==> src/rtl/tcdm_stream_pkg.sv <==
// Shared types for the TCDM stream initiator: FSM state encoding and the
// latched command record (running address, remaining words, direction).
package tcdm_stream_pkg;

    localparam int unsigned TcdmAddrWidth = 32;
    localparam int unsigned TcdmLenWidth  = 16;

    typedef enum logic [1:0] {
        IDLE,
        RD,
        WR,
        DRAIN
    } state_e;

    // addr and len advance as words are handshaked, so they double as the
    // running address and the remaining-word counter.
    typedef struct packed {
        logic [TcdmAddrWidth-1:0] addr;
        logic [TcdmLenWidth-1:0]  len;
        logic                     write;
    } cmd_t;

endpackage

==> src/rtl/tcdm_stream_fifo.sv <==
// Read-response FIFO: simultaneous push and pop both take effect; flushed
// only by reset. Callers guarantee no push when full and no pop when empty.
module tcdm_stream_fifo #(
    parameter int unsigned DataWidth = 32,
    parameter int unsigned Depth     = 4,
    parameter int unsigned CntWidth  = $clog2(Depth + 1)
) (
    input  logic                 clk_i,
    input  logic                 rst_ni,
    input  logic                 push_i,
    input  logic [DataWidth-1:0] data_i,
    input  logic                 pop_i,
    output logic [DataWidth-1:0] data_o,
    output logic [CntWidth-1:0]  count_o,
    output logic                 full_o,
    output logic                 empty_o
);

    localparam int unsigned         PtrWidth = $clog2(Depth);
    localparam logic [PtrWidth-1:0] LastPtr  = PtrWidth'(Depth - 1);

    logic [DataWidth-1:0] mem_q [Depth];
    logic [PtrWidth-1:0]  wptr_q, rptr_q;
    logic [CntWidth-1:0]  cnt_q;

    always_ff @(posedge clk_i or negedge rst_ni) begin
        if (!rst_ni) begin
            wptr_q <= '0;
            rptr_q <= '0;
            cnt_q  <= '0;
        end else begin
            if (push_i) wptr_q <= (wptr_q == LastPtr) ? '0 : wptr_q + PtrWidth'(1);
            if (pop_i)  rptr_q <= (rptr_q == LastPtr) ? '0 : rptr_q + PtrWidth'(1);
            cnt_q <= cnt_q + CntWidth'(push_i) - CntWidth'(pop_i);
        end
    end

    // Storage carries no reset; occupancy alone decides what is valid.
    always_ff @(posedge clk_i) begin
        if (push_i) mem_q[wptr_q] <= data_i;
    end

    assign data_o  = mem_q[rptr_q];
    assign count_o = cnt_q;
    assign full_o  = (cnt_q == CntWidth'(Depth));
    assign empty_o = (cnt_q == '0);

endmodule

==> src/rtl/tcdm_stream_initiator.sv <==
// TCDM initiator: turns (addr, len, dir) commands into req/gnt word transfers,
// buffering 1-cycle-latency read responses in a FIFO and writing from a stream.
module tcdm_stream_initiator
    import tcdm_stream_pkg::*;
#(
    parameter int unsigned AddrWidth = TcdmAddrWidth,
    parameter int unsigned DataWidth = 32,
    parameter int unsigned BeWidth   = DataWidth / 8,
    parameter int unsigned IdWidth   = 1,
    parameter int unsigned MasterId  = 0,
    parameter int unsigned LenWidth  = TcdmLenWidth,
    parameter int unsigned FifoDepth = 4
) (
    input  logic                 clk_i,
    input  logic                 rst_ni,
    input  logic                 cmd_valid_i,
    output logic                 cmd_ready_o,
    input  logic [AddrWidth-1:0] cmd_addr_i,
    input  logic [LenWidth-1:0]  cmd_len_i,
    input  logic                 cmd_write_i,
    input  logic                 wdata_valid_i,
    output logic                 wdata_ready_o,
    input  logic [DataWidth-1:0] wdata_i,
    input  logic [BeWidth-1:0]   wbe_i,
    output logic                 rdata_valid_o,
    input  logic                 rdata_ready_i,
    output logic [DataWidth-1:0] rdata_o,
    output logic                 busy_o,
    output logic                 done_o,
    output logic                 tcdm_req_o,
    input  logic                 tcdm_gnt_i,
    output logic [AddrWidth-1:0] tcdm_add_o,
    output logic                 tcdm_wen_o,
    output logic [DataWidth-1:0] tcdm_data_o,
    output logic [BeWidth-1:0]   tcdm_be_o,
    output logic [IdWidth-1:0]   tcdm_id_o,
    input  logic [DataWidth-1:0] tcdm_r_data_i,
    input  logic [IdWidth-1:0]   tcdm_r_id_i
);

    localparam int unsigned CntWidth = $clog2(FifoDepth + 1);

    state_e               state_q, state_d;
    cmd_t                 cmd_q, cmd_d;
    logic                 inflight_q;
    logic                 hold_valid_q, hold_valid_d;
    logic [DataWidth-1:0] hold_data_q, hold_data_d;
    logic [BeWidth-1:0]   hold_be_q, hold_be_d;
    logic                 done_q, done_d;

    logic [CntWidth-1:0]  fifo_cnt;
    logic                 fifo_full, fifo_empty, fifo_push, fifo_pop;
    logic [CntWidth:0]    occupancy;
    logic                 credit, handshake, wdata_fire, last_word;

    // Outstanding response counts against FIFO space, so the unconditional
    // push one cycle after a read grant can never overflow.
    assign occupancy = {1'b0, fifo_cnt} + (CntWidth + 1)'(inflight_q);
    assign credit    = occupancy < (CntWidth + 1)'(FifoDepth);
    assign last_word = (cmd_q.len == LenWidth'(1));

    assign tcdm_req_o = ((state_q == RD) && (cmd_q.len != '0) && credit) ||
                        ((state_q == WR) && hold_valid_q);
    assign handshake  = tcdm_req_o && tcdm_gnt_i;

    // A full holding register may refill in the cycle it drains, except when
    // the word draining is the last one the command asked for.
    assign wdata_ready_o = (state_q == WR) && (!hold_valid_q || (tcdm_gnt_i && !last_word));
    assign wdata_fire    = wdata_valid_i && wdata_ready_o;

    assign fifo_push = inflight_q;
    assign fifo_pop  = rdata_valid_o && rdata_ready_i;

    always_comb begin
        state_d      = state_q;
        cmd_d        = cmd_q;
        done_d       = 1'b0;
        hold_valid_d = hold_valid_q;
        hold_data_d  = hold_data_q;
        hold_be_d    = hold_be_q;
        unique case (state_q)
            IDLE: begin
                if (cmd_valid_i) begin
                    cmd_d.addr  = cmd_addr_i & ~AddrWidth'(BeWidth - 1);
                    cmd_d.len   = cmd_len_i;
                    cmd_d.write = cmd_write_i;
                    if (cmd_len_i == '0) done_d  = 1'b1;
                    else                 state_d = cmd_write_i ? WR : RD;
                end
            end
            RD: begin
                if (handshake) begin
                    cmd_d.addr = cmd_q.addr + AddrWidth'(BeWidth);
                    cmd_d.len  = cmd_q.len - LenWidth'(1);
                    if (last_word) state_d = DRAIN;
                end
            end
            DRAIN: begin
                if (!inflight_q && fifo_empty) begin
                    done_d  = 1'b1;
                    state_d = IDLE;
                end
            end
            WR: begin
                if (handshake) begin
                    cmd_d.addr   = cmd_q.addr + AddrWidth'(BeWidth);
                    cmd_d.len    = cmd_q.len - LenWidth'(1);
                    hold_valid_d = 1'b0;
                    if (last_word) begin
                        done_d  = 1'b1;
                        state_d = IDLE;
                    end
                end
                if (wdata_fire) begin
                    hold_valid_d = 1'b1;
                    hold_data_d  = wdata_i;
                    hold_be_d    = wbe_i;
                end
            end
            default: state_d = IDLE;
        endcase
    end

    always_ff @(posedge clk_i or negedge rst_ni) begin
        if (!rst_ni) begin
            state_q      <= IDLE;
            cmd_q        <= '0;
            inflight_q   <= 1'b0;
            hold_valid_q <= 1'b0;
            hold_data_q  <= '0;
            hold_be_q    <= '0;
            done_q       <= 1'b0;
        end else begin
            state_q      <= state_d;
            cmd_q        <= cmd_d;
            inflight_q   <= handshake && (state_q == RD);
            hold_valid_q <= hold_valid_d;
            hold_data_q  <= hold_data_d;
            hold_be_q    <= hold_be_d;
            done_q       <= done_d;
        end
    end

    tcdm_stream_fifo #(
        .DataWidth(DataWidth),
        .Depth    (FifoDepth),
        .CntWidth (CntWidth)
    ) i_rsp_fifo (
        .clk_i  (clk_i),
        .rst_ni (rst_ni),
        .push_i (fifo_push),
        .data_i (tcdm_r_data_i),
        .pop_i  (fifo_pop),
        .data_o (rdata_o),
        .count_o(fifo_cnt),
        .full_o (fifo_full),
        .empty_o(fifo_empty)
    );

    assign cmd_ready_o   = (state_q == IDLE);
    assign rdata_valid_o = !fifo_empty;
    assign busy_o        = (state_q != IDLE);
    assign done_o        = done_q;
    assign tcdm_add_o    = cmd_q.addr;
    assign tcdm_wen_o    = !cmd_q.write;
    assign tcdm_data_o   = hold_data_q;
    assign tcdm_be_o     = hold_be_q;
    assign tcdm_id_o     = IdWidth'(MasterId);

    assert property (@(posedge clk_i) disable iff (!rst_ni)
        inflight_q |-> (tcdm_r_id_i == IdWidth'(MasterId)));
    assert property (@(posedge clk_i) disable iff (!rst_ni)
        fifo_push |-> !fifo_full);

endmodule

==> config.mk <==
export PLATFORM = sky130hd
export DESIGN_NAME = tcdm_stream_initiator
export DESIGN_NICKNAME = d
export VERILOG_FILES = /design/src/rtl/tcdm_stream_pkg.sv /design/src/rtl/tcdm_stream_fifo.sv /design/src/rtl/tcdm_stream_initiator.sv
export SDC_FILE = /design/constraint.sdc
export NUM_CORES = 1
export LEC_CHECK = 0
export CORE_ASPECT_RATIO = 1.1
export CORE_MARGIN = 3
export CORE_UTILIZATION = 30
export CTS_BUF_LIST = sky130_fd_sc_hd__clkbuf_8
export DETAILED_ROUTE_END_ITERATION = 7
export HOLD_SLACK_MARGIN = 0.03
export PLACE_DENSITY = 0.51
export SYNTH_ARGS = -nofsm -noshare
export SYNTH_HDL_FRONTEND = slang
export SYNTH_SLANG_ARGS = --single-unit
==> constraint.sdc <==
create_clock -name clk_i -period 2.7 [get_ports clk_i]
set_clock_uncertainty 0.15 [all_clocks]
set_input_delay 0.54 -clock clk_i [delete_from_list [all_inputs] [get_ports clk_i]]
set_output_delay 0.54 -clock clk_i [all_outputs]
set_load 0.01 [all_outputs]
==> flow_metrics.env <==
export IMPL_r2r_start="cmd_q[2]$_DFFE_PN0P_"
export IMPL_die_w_um=183
export IMPL_routed_wirelength_um=30600
export IMPL_multiInputGateArea_mm2=0.00390
export IMPL_critPathRequiredTime_ns=2.99
export IMPL_grt_pass1_wl_um=46700
export IMPL_clkLatencyLatePin_ns=0.55
export IMPL_fin_setup_tns_ns=-13.14
export IMPL_clock_tree_buffer_depth=3
export IMPL_clock_root_buffer="clkbuf_8"
export IMPL_hold_end="tcdm_data_o[3]$_DFFE_PN0P_"
export IMPL_placed_cells=1439
export IMPL_netlist_instances=774
export IMPL_setup_slack_ns=-0.418
export IMPL_hold_start="tcdm_data_o[3]$_DFFE_PN0P_"
export IMPL_grt_antenna_before_repair=0
export IMPL_drv_cap=0
export IMPL_clk_pin_slew_ns=0.06
export IMPL_rr_endpoint="tcdm_add_o[22]$_DFFE_PN0P_"
export IMPL_ys_warn_count=0
export IMPL_fill_cells=3091
export IMPL_drc=0
export IMPL_io_pins=232
export IMPL_synth_enable_flop_cells=128
export IMPL_cts_sinks=223
export IMPL_start_util_pct=30.8
export IMPL_drt_pass1_iter_count=5
export IMPL_critPathCaptureType="register"
export IMPL_worstMarginPinSlew_ns=0.811
export IMPL_status="complete, but fails checks"
export IMPL_async_reset_ff_share_pct=42.6
export IMPL_violations="negative setup slack"
export IMPL_dieArea_mm2=0.0367
export IMPL_netlist_area_mm2=0.0103
export IMPL_grt_total_usage_pct=15.9
export IMPL_antennaDiodeCount=0
export IMPL_fmax_mhz=321
export IMPL_rsz0062_at_grt="true"
export IMPL_vias=7864
export IMPL_cts_buffers=41
export IMPL_synth_cell_types=67
export IMPL_syn_to_final_growth_pct=45.6
export IMPL_min_path_type="reg2reg"
export IMPL_synth_flop_cell="edfxtp_1"
export IMPL_r2r_cells=13
export IMPL_setup_viol=44
export IMPL_cp_max_fo=5
export IMPL_grt_max_degree=44
export IMPL_dp_hpwl_um=20100
export IMPL_grt_pass1_vias=8196
export IMPL_power_density_mw_per_mm2=1190
export IMPL_fp_row_count=70
export IMPL_core_area_mm2=0.0335
export IMPL_viasPerCell=5.08
export IMPL_vdd_drop_max_mv=0.550
export IMPL_antenna_left=0
export IMPL_h_tree_depth=2
export IMPL_nNetsFinal=1226
export IMPL_finalHoldViolCount=0
export IMPL_worstHoldPathCells=1
export IMPL_critPathLaunch="cmd_q[2]$_DFFE_PN0P_"
export IMPL_yosys_register_bits=223
export IMPL_avgSynthCellArea_um2=13.3
export IMPL_period_needed_ns=3.12
export IMPL_final_common_cell="clkdlybuf4s50_1"
export IMPL_first_iter_violations=420
export IMPL_die_h_um=201
export IMPL_ys_seq_area_share_pct=60.3
export IMPL_drive_gt1_share_pct=28.6
export IMPL_final_cell_mix="clkdlybuf4s50_1, edfxtp_1, dfrtp_1"
export IMPL_port_buffer_count=225
export IMPL_period_share_pct=115
export IMPL_stdcell_count=1549
export IMPL_tritoncts="yes"
export IMPL_worstPathArrival_ns=3.40
export IMPL_overflow=0
export IMPL_critPathKind="reg2reg"
export IMPL_maxSlewViolCount=0
export IMPL_slew_headroom_pct=45.6
export IMPL_gp_congestion=0.833
export IMPL_seq_area_mm2=0.00622
export IMPL_wl_per_cell_um=19.8
export IMPL_ff2ff_setup_slack_ns=-0.42
export IMPL_cp_start_kind="register"
export IMPL_cellLeakagePower_nw=5.76
## registers in the layout, summed over array words and instances (netlist names)
signal              cells
cmd_q                  17
i_rsp_fifo.count_o      3
i_rsp_fifo.rptr_q       2
done_o                  1
i_rsp_fifo.wptr_q       2
i_rsp_fifo.mem_q      128
tcdm_add_o             30
tcdm_data_o            32
tcdm_be_o               4
hold_valid_q            1
fifo_push               1
state_q                 2
## how the worst max path moves through the flow
stage | cells after the start | slack (ns) | endpoint
finish | 13 | -0.42 | tcdm_add_o[22]$_DFFE_PN0P_
detailed placement | 7 | -0.27 | tcdm_req_o
global route | 7 | -0.50 | tcdm_req_o
CTS | 5 | -0.46 | tcdm_req_o
global placement | 7 | -0.26 | tcdm_req_o
floorplan | 7 | -0.03 | tcdm_req_o
## repair_timing
item / in CTS / in global routing
hold endpoints to repair: 40 / 0
setup buffers: 20 / 11
hold buffers: 1 / 0
resized for setup: 175 / 71
endpoints found under the setup margin: 84 / 89
cloned: 2 / 8
pin swaps: 7 / 11
## stage by stage
| stage | instance area (um^2) | hold slack (ns) | util [%] | worst slack, ns | total power [mW] |
|---|---|---|---|---|---|
| final | 15000 | 0.354 | 44.8 | -0.418 | 17.9 |
| after global routing | 15000 | 0.363 | 44.8 | -0.500 | 19.0 |
| after CTS | 14500 | 0.355 | 43.3 | -0.456 | 17.1 |
| after detailed placement | 13400 | 0.341 | 40.1 | -0.266 | 13.2 |
| after global placement | 13400 | 0.337 | 40.1 | -0.264 | 13.2 |
| after floorplan | 10300 | 0.0944 | - | -0.0311 | 9.51 |
## synthesized netlist by cell type (19+ instances only)
master | number | area [um^2]
a21oi_1 | 30 | 150
a31oi_1 | 19 | 119
buf_4 | 39 | 293
clkbuf_1 | 28 | 105
dfrtp_1 | 95 | 2380
edfxtp_1 | 128 | 3840
inv_1 | 21 | 78.8
mux2_2 | 38 | 428
mux4_2 | 32 | 721
nand2_1 | 48 | 180
nand3_1 | 30 | 150
nor2_1 | 24 | 90.1
o21ai_0 | 29 | 145
## cells by family (layout without fill, tap and decap cells)
group / count (synthesis) / in the layout / share of synthesized area (%)
compound gates: 179 / 179 / 11.7
xor+xnor: 1 / 1 / 0.0849
fa+ha+maj: 16 / 16 / 2.01
buf+inv: 99 / 438 / 5.39
flops: 223 / 223 / 60.3
mux: 73 / 73 / 11.4
other cells: 1 / 3 / 0.0363
simple gates: 182 / 184 / 9.07
## where the power goes
part           leakage (nW)  total, mW  switching (mW)  internal [mW]
clock network         0.465       3.31            1.45           1.87
registers              2.31       4.97           0.613           4.36
logic                  2.98       9.63            4.70           4.93
## area by class of cell
| cell class | count | area share (%) |
|---|---|---|
| clock buffers | 43 | 3.94 |
| clock inverters | 31 | 1.61 |
| inverters | 23 | 0.600 |
| multi-input cells | 456 | 26.0 |
| repair buffers | 341 | 22.8 |
| well taps | 432 | 3.60 |
| flip-flops and latches | 223 | 41.4 |
## critical path, cell delays in order (launching register included)
cell     delay, ns
dfrtp_1       0.39
inv_2         0.09
ha_4          0.13
or3b_4        0.38
or4_4         0.54
buf_4         0.15
buf_6         0.10
buf_6         0.10
buf_6         0.10
buf_6         0.12
a21oi_4       0.21
buf_12        0.16
nor2_4        0.08
a211o_1       0.30
## metal layers
metal	GRT usage [%]	up-vias	part of all wire, %
met1	21.2	3887	43
met2	26.1	306	48
met5	0	-	0
li1	-	3619	-
met3	4.11	52	7.0
met4	3.94	0	2.4
Power figures use the tool's default switching activity.
